**src/rtl/motor_pkg.sv**
```systemverilog
// Shared motor-control types: FSM state codes, dead-time target, gate bundle.
// HBRIDGE_BRAKE_EN adds the S_BRAKE state (both low-side switches on).
package motor_pkg;

  localparam int unsigned DEAD_CYCLES_DEFAULT = 100;

  typedef enum logic [2:0] {
    S_OFF   = 3'd0,
    S_DEAD  = 3'd1,
    S_FWD   = 3'd2,
    S_REV   = 3'd3,
    S_FAULT = 3'd4
`ifdef HBRIDGE_BRAKE_EN
    , S_BRAKE = 3'd5
`endif
  } state_t;

  // Drive state to enter once the dead time has elapsed
  typedef enum logic [1:0] {
    T_REV   = 2'd0,
    T_FWD   = 2'd1,
    T_BRAKE = 2'd2
  } target_t;

  typedef struct packed {
    logic a_hi;
    logic a_lo;
    logic b_hi;
    logic b_lo;
  } gates_t;

  // Map a dead-time target onto the drive state it selects
  function automatic state_t target_state(input target_t t);
    state_t s;
    s = S_OFF;
    case (t)
      T_FWD:   s = S_FWD;
      T_REV:   s = S_REV;
`ifdef HBRIDGE_BRAKE_EN
      T_BRAKE: s = S_BRAKE;
`endif
      default: s = S_OFF;
    endcase
    return s;
  endfunction

  // Gate pattern for a state; only one switch per leg can ever be on
  function automatic gates_t gate_decode(input state_t s, input logic pwm);
    gates_t g;
    g = '0;
    case (s)
      S_FWD: begin
        g.a_hi = pwm;
        g.b_lo = 1'b1;
      end
      S_REV: begin
        g.b_hi = pwm;
        g.a_lo = 1'b1;
      end
`ifdef HBRIDGE_BRAKE_EN
      S_BRAKE: begin
        g.a_lo = 1'b1;
        g.b_lo = 1'b1;
      end
`endif
      default: g = '0;
    endcase
    return g;
  endfunction

endpackage

```
**src/rtl/sync_2ff.sv**
```systemverilog
// Two-flop synchronizer for a single asynchronous input.
module sync_2ff #(
  parameter logic RESET_VAL = 1'b1
) (
  input  logic aclk,
  input  logic rst_n,
  input  logic d,
  output logic q
);

  logic meta;

  // Two-stage capture into the aclk domain
  always_ff @(posedge aclk or negedge rst_n) begin
    if (!rst_n) begin
      meta <= RESET_VAL;
      q    <= RESET_VAL;
    end else begin
      meta <= d;
      q    <= meta;
    end
  end

endmodule

```
**src/rtl/hbridge_driver.sv**
```systemverilog
// H-bridge gate driver: dead-time sequencing between drive directions,
// fault latch with explicit clear. HBRIDGE_BRAKE_EN adds the brake input
// and a low-side braking state.
module hbridge_driver
  import motor_pkg::*;
#(
  parameter int unsigned DEAD_CYCLES = DEAD_CYCLES_DEFAULT
) (
  input  logic       aclk,
  input  logic       rst_n,
  input  logic       pwm_in,
  input  logic       dir_in,
  input  logic       enable,
  input  logic       fault_n,
  input  logic       fault_clr,
`ifdef HBRIDGE_BRAKE_EN
  input  logic       brake,
`endif
  output logic       a_hi,
  output logic       a_lo,
  output logic       b_hi,
  output logic       b_lo,
  output logic       fault_latched,
  output logic [2:0] state_o
);

  localparam int unsigned CNT_W = $clog2(DEAD_CYCLES + 1);
  localparam logic [CNT_W-1:0] CNT_LOAD = CNT_W'(DEAD_CYCLES - 1);

  logic             fault_s;
  state_t           state, state_d;
  target_t          target, target_d;
  target_t          want;
  logic [CNT_W-1:0] cnt, cnt_d;
  gates_t           gates, gates_d;

  sync_2ff #(
    .RESET_VAL(1'b1)
  ) u_fault_sync (
    .aclk (aclk),
    .rst_n(rst_n),
    .d    (fault_n),
    .q    (fault_s)
  );

  // Requested drive target; brake outranks direction
`ifdef HBRIDGE_BRAKE_EN
  assign want = brake ? T_BRAKE : (dir_in ? T_FWD : T_REV);
`else
  assign want = dir_in ? T_FWD : T_REV;
`endif

  // State, target and dead-time counter registers
  always_ff @(posedge aclk or negedge rst_n) begin
    if (!rst_n) begin
      state  <= S_OFF;
      target <= T_REV;
      cnt    <= '0;
    end else begin
      state  <= state_d;
      target <= target_d;
      cnt    <= cnt_d;
    end
  end

  // Next state: fault > enable low > brake/direction retarget > dead-time expiry
  always_comb begin
    state_d  = state;
    target_d = target;
    cnt_d    = cnt;
    if (!fault_s) begin
      state_d = S_FAULT;
    end else if (state == S_FAULT) begin
      if (fault_clr) state_d = S_OFF;
    end else if (!enable) begin
      state_d = S_OFF;
    end else begin
      case (state)
        S_OFF: begin
          state_d  = S_DEAD;
          target_d = want;
          cnt_d    = CNT_LOAD;
        end
        S_DEAD: begin
          if (want != target) begin
            target_d = want;
            cnt_d    = CNT_LOAD;
          end else if (cnt == '0) begin
            state_d = target_state(target);
          end else begin
            cnt_d = cnt - CNT_W'(1);
          end
        end
`ifdef HBRIDGE_BRAKE_EN
        S_FWD, S_REV, S_BRAKE: begin
`else
        S_FWD, S_REV: begin
`endif
          if (want != target) begin
            state_d  = S_DEAD;
            target_d = want;
            cnt_d    = CNT_LOAD;
          end
        end
        default: state_d = S_OFF;
      endcase
    end
  end

  // Gate decode; a synchronized fault drops the gates on the edge the FSM latches it
  always_comb begin
    gates_d = '0;
    if (fault_s) gates_d = gate_decode(state, pwm_in);
  end

  // Registered gate commands and fault indicator
  always_ff @(posedge aclk or negedge rst_n) begin
    if (!rst_n) begin
      gates         <= '0;
      fault_latched <= 1'b0;
    end else begin
      gates         <= gates_d;
      fault_latched <= (state_d == S_FAULT);
    end
  end

  assign a_hi    = gates.a_hi;
  assign a_lo    = gates.a_lo;
  assign b_hi    = gates.b_hi;
  assign b_lo    = gates.b_lo;
  assign state_o = 3'(state);

endmodule
```
**config.mk**
```make
export PLATFORM = sky130hd
export DESIGN_NAME = hbridge_driver
export DESIGN_NICKNAME = d
export VERILOG_FILES = /design/src/rtl/motor_pkg.sv /design/src/rtl/sync_2ff.sv /design/src/rtl/hbridge_driver.sv
export SDC_FILE = /design/constraint.sdc
export NUM_CORES = 1
export LEC_CHECK = 0
export ABC_AREA = 1
export CAP_MARGIN = 20
export CORE_UTILIZATION = 54
export DETAILED_ROUTE_END_ITERATION = 16
export GPL_ROUTABILITY_DRIVEN = 0
export PLACE_DENSITY = 0.81
export SLEW_MARGIN = 25
export SYNTH_ARGS = -nofsm -noshare
export SYNTH_HDL_FRONTEND = slang
export SYNTH_SLANG_ARGS = --single-unit
```
**constraint.sdc**
```tcl
create_clock -name aclk -period 3.9 [get_ports aclk]
set_clock_uncertainty 0.1 [all_clocks]
set_input_delay 0.78 -clock aclk [delete_from_list [all_inputs] [get_ports aclk]]
set_output_delay 0.78 -clock aclk [all_outputs]
set_load 0.02 [all_outputs]
```
# Yosys cells after proc, flatten, opt, wreduce, memory -nomap -nowiden
# Cells that the tools add are included.
# word_totals
reg_bits,19
# op_classes
addsub,1
eq_ne,10
mux,20
bitwise,1
n_reduce_logical,9
# op_table
cell,n
$mux W3,7
$mux W7,3
$pmux W7 S3,1
$pmux W3 S3,1
$pmux W2 S2,2
$logic_not A7 Y1,1
$sub A7 B1 Y7 const B,1
$eq A3 B2 Y1 const B,2
$eq A3 B3 Y1 const B,2
$reduce_and A6 Y1,1
$reduce_and A5 Y1,1
$mux W2,2
$mux W4,1
$eq A3 B1 Y1 const B,1
$logic_not A3 Y1,1
$mux W1,3
$ne A3 B3 Y1 const B,1
$reduce_bool A3 Y1,1
$reduce_or A3 Y1,1
$eq A2 B1 Y1 const B,1
$logic_not A2 Y1,1
$ne A1 B2 Y1,1
$ne A2 B1 Y1 const B,1
$ne A2 B2 Y1 const B,1
3 further kinds,3

# Depth between registers and ports, before layout
# Gate-level depths: netlist (run 1).
# depth
word_depth,9
depth_mapped,11
depth_no_buf,10

# Modules after synthesis
# From an unflattened synthesis (run 1), not the netlist that was laid out.
# unflattened
cells_unflattened,107
area_unflattened_um2,887.1
# modules_own_cells
mod,n_inst,cells_each,area_per_inst_um2,seq_area_each_um2
hbridge_driver,1,105,834.6,400.4
sync_2ff,1,2,52.6,52.6

# Worst setup path after synthesis (run 1)
# OpenSTA, ideal clock, no wires.
# synth_timing
path_type,input to register
startpoint,in dir_in
endpoint,reg cnt[3]
setup_time_ns,0.074
t_arrival_ns,1.461
required_ns,3.726
slack_ns,2.265
cell_stages,9
path_buffers,1
cell_sequence,inv_1 > nand2_1 > nand2_1 > nor2_1 > nand2_2 > nand2_2 > buf_6 > nand2_1 > o21ai_2
# synth_between
elab_chain_len,4
# synth_rtl
item,line_no,source
start: declaration,hbridge_driver.sv:12,"input logic dir_in,"
$mux W1 (*),hbridge_driver.sv:50,assign want = dir_in ? T_FWD : T_REV;
$ne A1 B2 Y1 (*),"hbridge_driver.sv:85, hbridge_driver.sv:99",
$ne A3 B3 Y1 (no line) (tied with other cells),--,
$reduce_and A6 Y1 (no line) or $pmux W7 S3 (tied branches),--,
end signal: assignment,hbridge_driver.sv:62,cnt <= cnt_d;
end: declaration,hbridge_driver.sv:34,"logic [CNT_W-1:0] cnt, cnt_d;"
# Mark *: on every way between the ends. The rest lies on a longest branch, timed or not.
# A chain may end at the register's enable or synchronous reset.

# Worst setup path in the final report (run 1)
# layout_timing
startpoint,reg state[0] (netlist: state_o[0])
endpoint,out state_o[0]
# layout_rtl
item,line_no,source
start: declaration,hbridge_driver.sv:31,"state_t state, state_d;"
start signal: assignment,hbridge_driver.sv:60,state <= state_d;
end: declaration,hbridge_driver.sv:24,output logic [2:0] state_o
# No word-level cell between the ends.

==> run_results.csv, run 1 <==
group,metric,value,unit
synth,synth_common_cells,"nand2_1 (26), dfrtp_1 (16), inv_1 (14)",
routing,routed_wl,1672,um
routing,wire_per_inst,11.94,um
timing,setup_tns,0,ns
timing,fmax,446.6,MHz
synth,ys.flop_type,"dfrtp_1",
floorplan,die_w,42.59,um
worst_setup_path,cp_slowest_cell,"clkdlybuf4s50_1",
routing,routed_via_density,5.379,
job,maxCapViolations,0,
worst_setup_path,critPathMaxStageDelay,0.64,ns
placed_design,portBuffers,14,
worst_setup_path,reg2reg_from,"cnt[0]$_DFFE_PN0P_",
worst_setup_path,path_delay_family,"buffers and inverters",
floorplan,initial_core_util,0.5837,
worst_setup_path,critPathBufInv,1,
power_and_ir_drop,ir_drop,0.2323,mV
timing,fin_crit,2.239,ns
global_route,grt_pass1_vias,697,
synth,synth_top_area_cell,"dfrtp_1",
worst_setup_path,worstPathArrival,1.36,ns
worst_setup_path,crit_fanout,6,
synth,synthCells,108,
synth,synth_top_family_by_area,"simple AND/OR/NAND/NOR gates",
synth,synth_cell_types,21,
clocking,path_clk_slew,0.09,ns
timing,slew_headroom,0.4772,
worst_hold_path,min-delay-start,"u_fault_sync.meta$_DFF_PN1_",
synth,synth_top_area_frac,0.4501,
clocking,insertion_delay,0.28,ns
worst_setup_path,critPathLaunch,"state_o[0]$_DFF_PN0_",
synth,synth_simple_gate_area_frac,0.2911,
synth,synth.most_common_cell,"nand2_1",
worst_setup_path,criticalPathCategory,"register to output pin",
synth,synth_area_leaders,"dfrtp_1 (45%), nand2_1 (11%), dfstp_2 (5.9%), inv_1 (5.9%), nand3_1 (5.1%)",
global_route,grt_start_max_net_pins,19,
floorplan,fp-row-count,14,
routing,post-route-drc-count,0,
synth,syn-num-nets,116,
worst_setup_path,crit_chain,"clkdlybuf4s50_1",
floorplan,dieHeight,42.59,um
routing,num_vias,753,
synth,synth_mux_area_frac,0,
timing,finalSetupViolCount,0,
synth,ys_seq_area_frac,0.5091,
timing,min_period_over_period,0.5742,
timing,worst_slew_pin_slew,0.7818,ns
worst_setup_path,setup.worst_path.start_class,"register",
routing,first_iter_violations,11,
clocking,clock_tree.buffer_depth,2,
synth,synth-xor-area-share,0.009845,
global_route,antenna_found_initial,0,
synth,syn_area,889.6,um2
timing,report.final.slew_viol_count,0,
synth,synth_compound_area_frac,0.09142,
synth,ys_ff_latch,18,
layout,syn2layout_area_growth,19.27,%
timing,final-hold-violation-count,0,
clocking,cts_resized,0,
synth,synth.avg_cell_area,8.237,um2
placed_design,preCtsSetupSlack,1.612,ns
floorplan,core_area,0.001524,mm2
clocking,hold_buffers,0,
synth,synthAdderAreaFrac,0.01406,
worst_setup_path,crit_path_end_kind,"output pin",
clocking,root_buffer,"clkbuf_4",
routing,ant_nets,0,
synth,yosys_warnings,0,
timing,rsz0062_at_grt,"false",
worst_hold_path,min_path_type,"register to register",
routing,dr.pass1.iters,4,
floorplan,die_area,0.001814,mm2
floorplan,ios,15,
timing,hold_ws,0.2801,ns
clocking,cts_made_buffers,3,
synth,synth_edf_count,0,
synth,synth_async_sr_flop_share,1.000,
clocking,h-tree-depth,1,
placed_design,dp_hpwl,1299,um
worst_setup_path,worstPathRequired,3.02,ns
layout,drive_above_1_share,0.1290,
power_and_ir_drop,power_density,359.8,mW/mm2
clocking,cts_tree,"yes",
timing,setup_slack,1.661,ns
clocking,postCtsSetupBuffers,0,
global_route,grt_pass1_wl,2780,um
layout,fin_nets,134,
status,outcome,"finished clean",
power_and_ir_drop,p_leak,0.5117,nW
global_route,overflow,0,
layout,antenna_cells,0,
clocking,cts_sinks,18,
global_route,grtUsageTotal,0.2071,
[layer usage]
| metal | vias up | global-route usage | wire, um |
|---|---|---|---|
| li1 | 382 | - | - |
| met1 | 345 | 0.2486 | 737 |
| met2 | 22 | 0.3662 | 844 |
| met3 | 4 | 0.02586 | 75 |
| met4 | 0 | 0.09375 | 14 |
| met5 | - | 0 | 0 |
[cells in the final DEF (no fill, tap or decap), types with 2 or more instances in the layout]
master | Yosys | routed
nor2_2 | 2 | 2
nand3_1 | 9 | 9
nand2_2 | 2 | 2
nand4_1 | 5 | 5
inv_1 | 14 | 14
o21ai_2 | 3 | 3
nor2_1 | 9 | 9
dfstp_2 | 2 | 2
clkdlybuf4s50_1 | 0 | 14
inv_2 | 3 | 3
a21oi_1 | 3 | 3
dfrtp_1 | 16 | 16
o21ai_1 | 3 | 3
o31ai_1 | 2 | 2
clkbuf_4 | 0 | 3
nand2_1 | 26 | 26
o21ai_0 | 2 | 2
nor3_1 | 2 | 2
[layout make-up]
cell class                      count  area [um2]
Clock buffer                        3       22.52
Fill cell                         120       462.9
Inverter                           17       63.81
Multi-Input combinational cell     72       361.6
Sequential cell                    18       452.9
Tap cell                           16       20.02
Timing Repair Buffer               14       140.1
[power breakdown]
| group | total (mW) | internal (mW) | leakage, nW | switching [mW] |
|---|---|---|---|---|
| registers | 0.214 | 0.201 | 0.227 | 0.0130 |
| clock network | 0.0875 | 0.0358 | 0.0138 | 0.0517 |
| logic | 0.0798 | 0.0304 | 0.270 | 0.0494 |
[sequential cells by signal, summed over array words and instances (netlist names)]
name and flops:
a_lo 1, u_fault_sync.meta 1, state_o 3, a_hi 1, target 1, b_lo 1, cnt 7, fault_latched 1
b_hi 1, u_fault_sync.q 1
[through the flow]
stage,std cells,utilization,cell area (um2),total power [mW]
floorplan,108,-,889.6,0.2699
global placement,137,0.6814,1039,0.2917
detailed placement,137,0.6814,1039,0.2972
CTS,140,0.6962,1061,0.3842
global route,140,0.6962,1061,0.4037
finish,140,0.6962,1061,0.3817
[kinds of logic after synthesis]
kind of cell,Yosys count
fa+ha+maj,1
compound gates,13
flops,18
xor+xnor,1
buf+inv,18
simple gates,57
[final timing paths]
check / endpoint / slack [ns] / cells past startpoint
max in group asynchronous: state_o[1]$_DFF_PN0_ / 2.37 / 1
worst min-delay path: u_fault_sync.q$_DFF_PN1_ / 0.28 / 0
min in group asynchronous: b_lo$_DFF_PN0_ / 0.85 / 1
worst max register to register: cnt[4]$_DFFE_PN0P_ / 2.05 / 10
worst max-delay path: state_o[0] / 1.66 / 1
worst min register to register: u_fault_sync.q$_DFF_PN1_ / 0.28 / 0
Note: power is estimated with default switching activity, not from simulation.
==> run 2, diff against run 1 <==
--- a/config.mk
+++ b/config.mk
@@ -7,10 +7,10 @@
 export LEC_CHECK = 0
 export ABC_AREA = 1
 export CAP_MARGIN = 20
-export CORE_UTILIZATION = 54
+export CORE_UTILIZATION = 50
 export DETAILED_ROUTE_END_ITERATION = 16
 export GPL_ROUTABILITY_DRIVEN = 0
-export PLACE_DENSITY = 0.81
+export PLACE_DENSITY = 0.76
 export SLEW_MARGIN = 25
 export SYNTH_ARGS = -nofsm -noshare
 export SYNTH_HDL_FRONTEND = slang
==> constraint.sdc (replaced) <==
create_clock -name aclk -period 2.3 [get_ports aclk]
set_clock_uncertainty 0.1 [all_clocks]
set_input_delay 0.46 -clock aclk [delete_from_list [all_inputs] [get_ports aclk]]
set_output_delay 0.46 -clock aclk [all_outputs]
set_load 0.02 [all_outputs]
==> run_results.csv, run 2 (synthesized netlist as in run 1, its figures left out) <==
group,metric,value,unit
power_and_ir_drop,ir_drop,0.4601,mV
worst_setup_path,r2r_cells,10,
worst_hold_path,min_path_type,"register to register",
job,maxCapViolations,0,
worst_setup_path,crit_chain,"clkdlybuf4s50_1",
clocking,postCtsSetupBuffers,0,
worst_setup_path,cp_slowest_cell,"clkdlybuf4s50_1",
clocking,insertion_delay,0.30,ns
layout,drive_above_1_share,0.1429,
timing,min_period_over_period,0.8465,
clocking,cts_tree,"yes",
timing,finalSetupViolCount,0,
worst_setup_path,crit_fanout,5,
power_and_ir_drop,p_sw_frac,0.2975,
layout,fin_nets,135,
power_and_ir_drop,power_density,645.6,mW/mm2
clocking,cts_made_buffers,3,
power_and_ir_drop,p_switching,207.9,uW
timing,fmax,513.6,MHz
worst_setup_path,critPathBufInv,1,
clocking,clock_tree.buffer_depth,2,
clocking,hold_buffers,0,
routing,routed_wl,1723,um
worst_setup_path,worstPathRequired,1.74,ns
power_and_ir_drop,seq_power_share,0.518,
global_route,grtUsageTotal,0.2052,
layout,final_core_util,0.6865,
timing,report.final.slew_viol_count,0,
clocking,path_clk_slew,0.10,ns
floorplan,ios,15,
worst_setup_path,worstPathArrival,1.39,ns
worst_hold_path,min-delay-start,"u_fault_sync.meta$_DFF_PN1_",
power_and_ir_drop,power_frac_clock,0.284,
floorplan,dieHeight,44.18,um
status,outcome,"finished, violations left",
placed_design,dp_hpwl,1282,um
timing,final-hold-violation-count,0,
layout,layout_common_cells,"nand2_1 (26), dfrtp_1 (16), inv_1 (14), clkdlybuf4s50_1 (14)",
routing,post-route-drc-count,2,
global_route,overflow,0,
global_route,antenna_found_initial,0,
worst_setup_path,critPathMaxStageDelay,0.64,ns
worst_setup_path,setup.worst_path.start_class,"register",
layout,regMostFlops,"cnt",
worst_setup_path,r2r_setup_slack,0.46,ns
power_and_ir_drop,comb_power_share,0.198,
layout,layout_commonest_cell,"nand2_1",
clocking,root_buffer,"clkbuf_4",
floorplan,core_area,0.001577,mm2
routing,num_vias,770,
placed_design,portBuffers,14,
worst_setup_path,criticalPathCategory,"register to output pin",
routing,ant_nets,0,
floorplan,die_w,44.18,um
worst_hold_path,hold_end,"u_fault_sync.q$_DFF_PN1_",
power_and_ir_drop,p_leak,0.5237,nW
floorplan,die_area,0.001952,mm2
worst_setup_path,crit_path_end_kind,"output pin",
power_and_ir_drop,internal_power,490.8,uW
worst_setup_path,path_delay_family,"buffers and inverters",
worst_hold_path,whs_path_depth,0,
floorplan,initial_core_util,0.5643,
layout,stdcell_count,142,
timing,setup_tns,0,ns
layout,syn2layout_area_growth,21.66,%
timing,worst_slew_pin_slew,0.4530,ns
layout,antenna_cells,0,
timing,fin_crit,1.947,ns
placed_design,place_inst,138,
routing,first_iter_violations,23,
routing,routed_via_density,5.423,
worst_setup_path,regToRegEndpoint,"cnt[1]$_DFFE_PN0P_",
routing,wire_per_inst,12.13,um
worst_setup_path,reg2reg_from,"cnt[0]$_DFFE_PN0P_",
timing,slew_headroom,0.6964,
clocking,cts_resized,0,
status,violations,"DRC",
clocking,h-tree-depth,1,
timing,rsz0062_at_grt,"false",
global_route,grt_pass1_wl,2925,um
routing,dr.pass1.iters,10,
layout,largest_reg_flops,7,
global_route,grt_pass1_vias,679,
clocking,cts_sinks,18,
layout,nFillCells,141,
timing,hold_ws,0.2612,ns
floorplan,fp-row-count,14,
global_route,grt_start_max_net_pins,19,
[run 2: power by group through the flow]
stage	clock [mW]	sequential [mW]	combinational, mW
floorplan	0	0.368	0.0899
global route	0.207	0.366	0.158
global placement	0	0.367	0.131
finish	0.199	0.362	0.138
CTS	0.199	0.362	0.139
detailed placement	0	0.368	0.139
[run 2: how the worst max path moves through the flow]
stage	slack [ns]	start	end	cells past startpoint
3_3_place_gp	0.40	dir_in	cnt[1]$_DFFE_PN0P_	9
4_1_cts	0.35	state_o[2]$_DFF_PN0_	state_o[2]	1
6_report	0.35	state_o[1]$_DFF_PN0_	state_o[1]	1
3_5_place_dp	0.32	dir_in	cnt[1]$_DFFE_PN0P_	9
2_1_floorplan	0.73	cnt[0]$_DFFE_PN0P_	cnt[3]$_DFFE_PN0P_	11
5_1_grt	0.26	cnt[0]$_DFFE_PN0P_	cnt[1]$_DFFE_PN0P_	10
[run 2: metrics by stage]
stage	total power, mW	area, um2	setup WS (ns)
global route	0.7314	1082	0.2564
floorplan	0.4577	889.6	0.7312
global placement	0.4982	1046	0.4046
finish	0.6987	1082	0.3529
CTS	0.7009	1082	0.3545
detailed placement	0.5071	1046	0.3210
[run 2: cell type report]
type | count | area, um2 | area share
Timing Repair Buffer | 15 | 147.6 | 0.1364
Inverter | 17 | 63.81 | 0.05896
Clock buffer | 4 | 36.28 | 0.03353
Multi-Input combinational cell | 72 | 361.6 | 0.3341
Tap cell | 16 | 20.02 | 0.01850
Sequential cell | 18 | 452.9 | 0.4185
[run 2: per-layer routing]
layer / GRT usage / share of wire
met5: 0 / 0
met2: 0.2971 / 0.46
met1: 0.2987 / 0.47
met3: 0.02857 / 0.048
met4: 0.1091 / 0.023
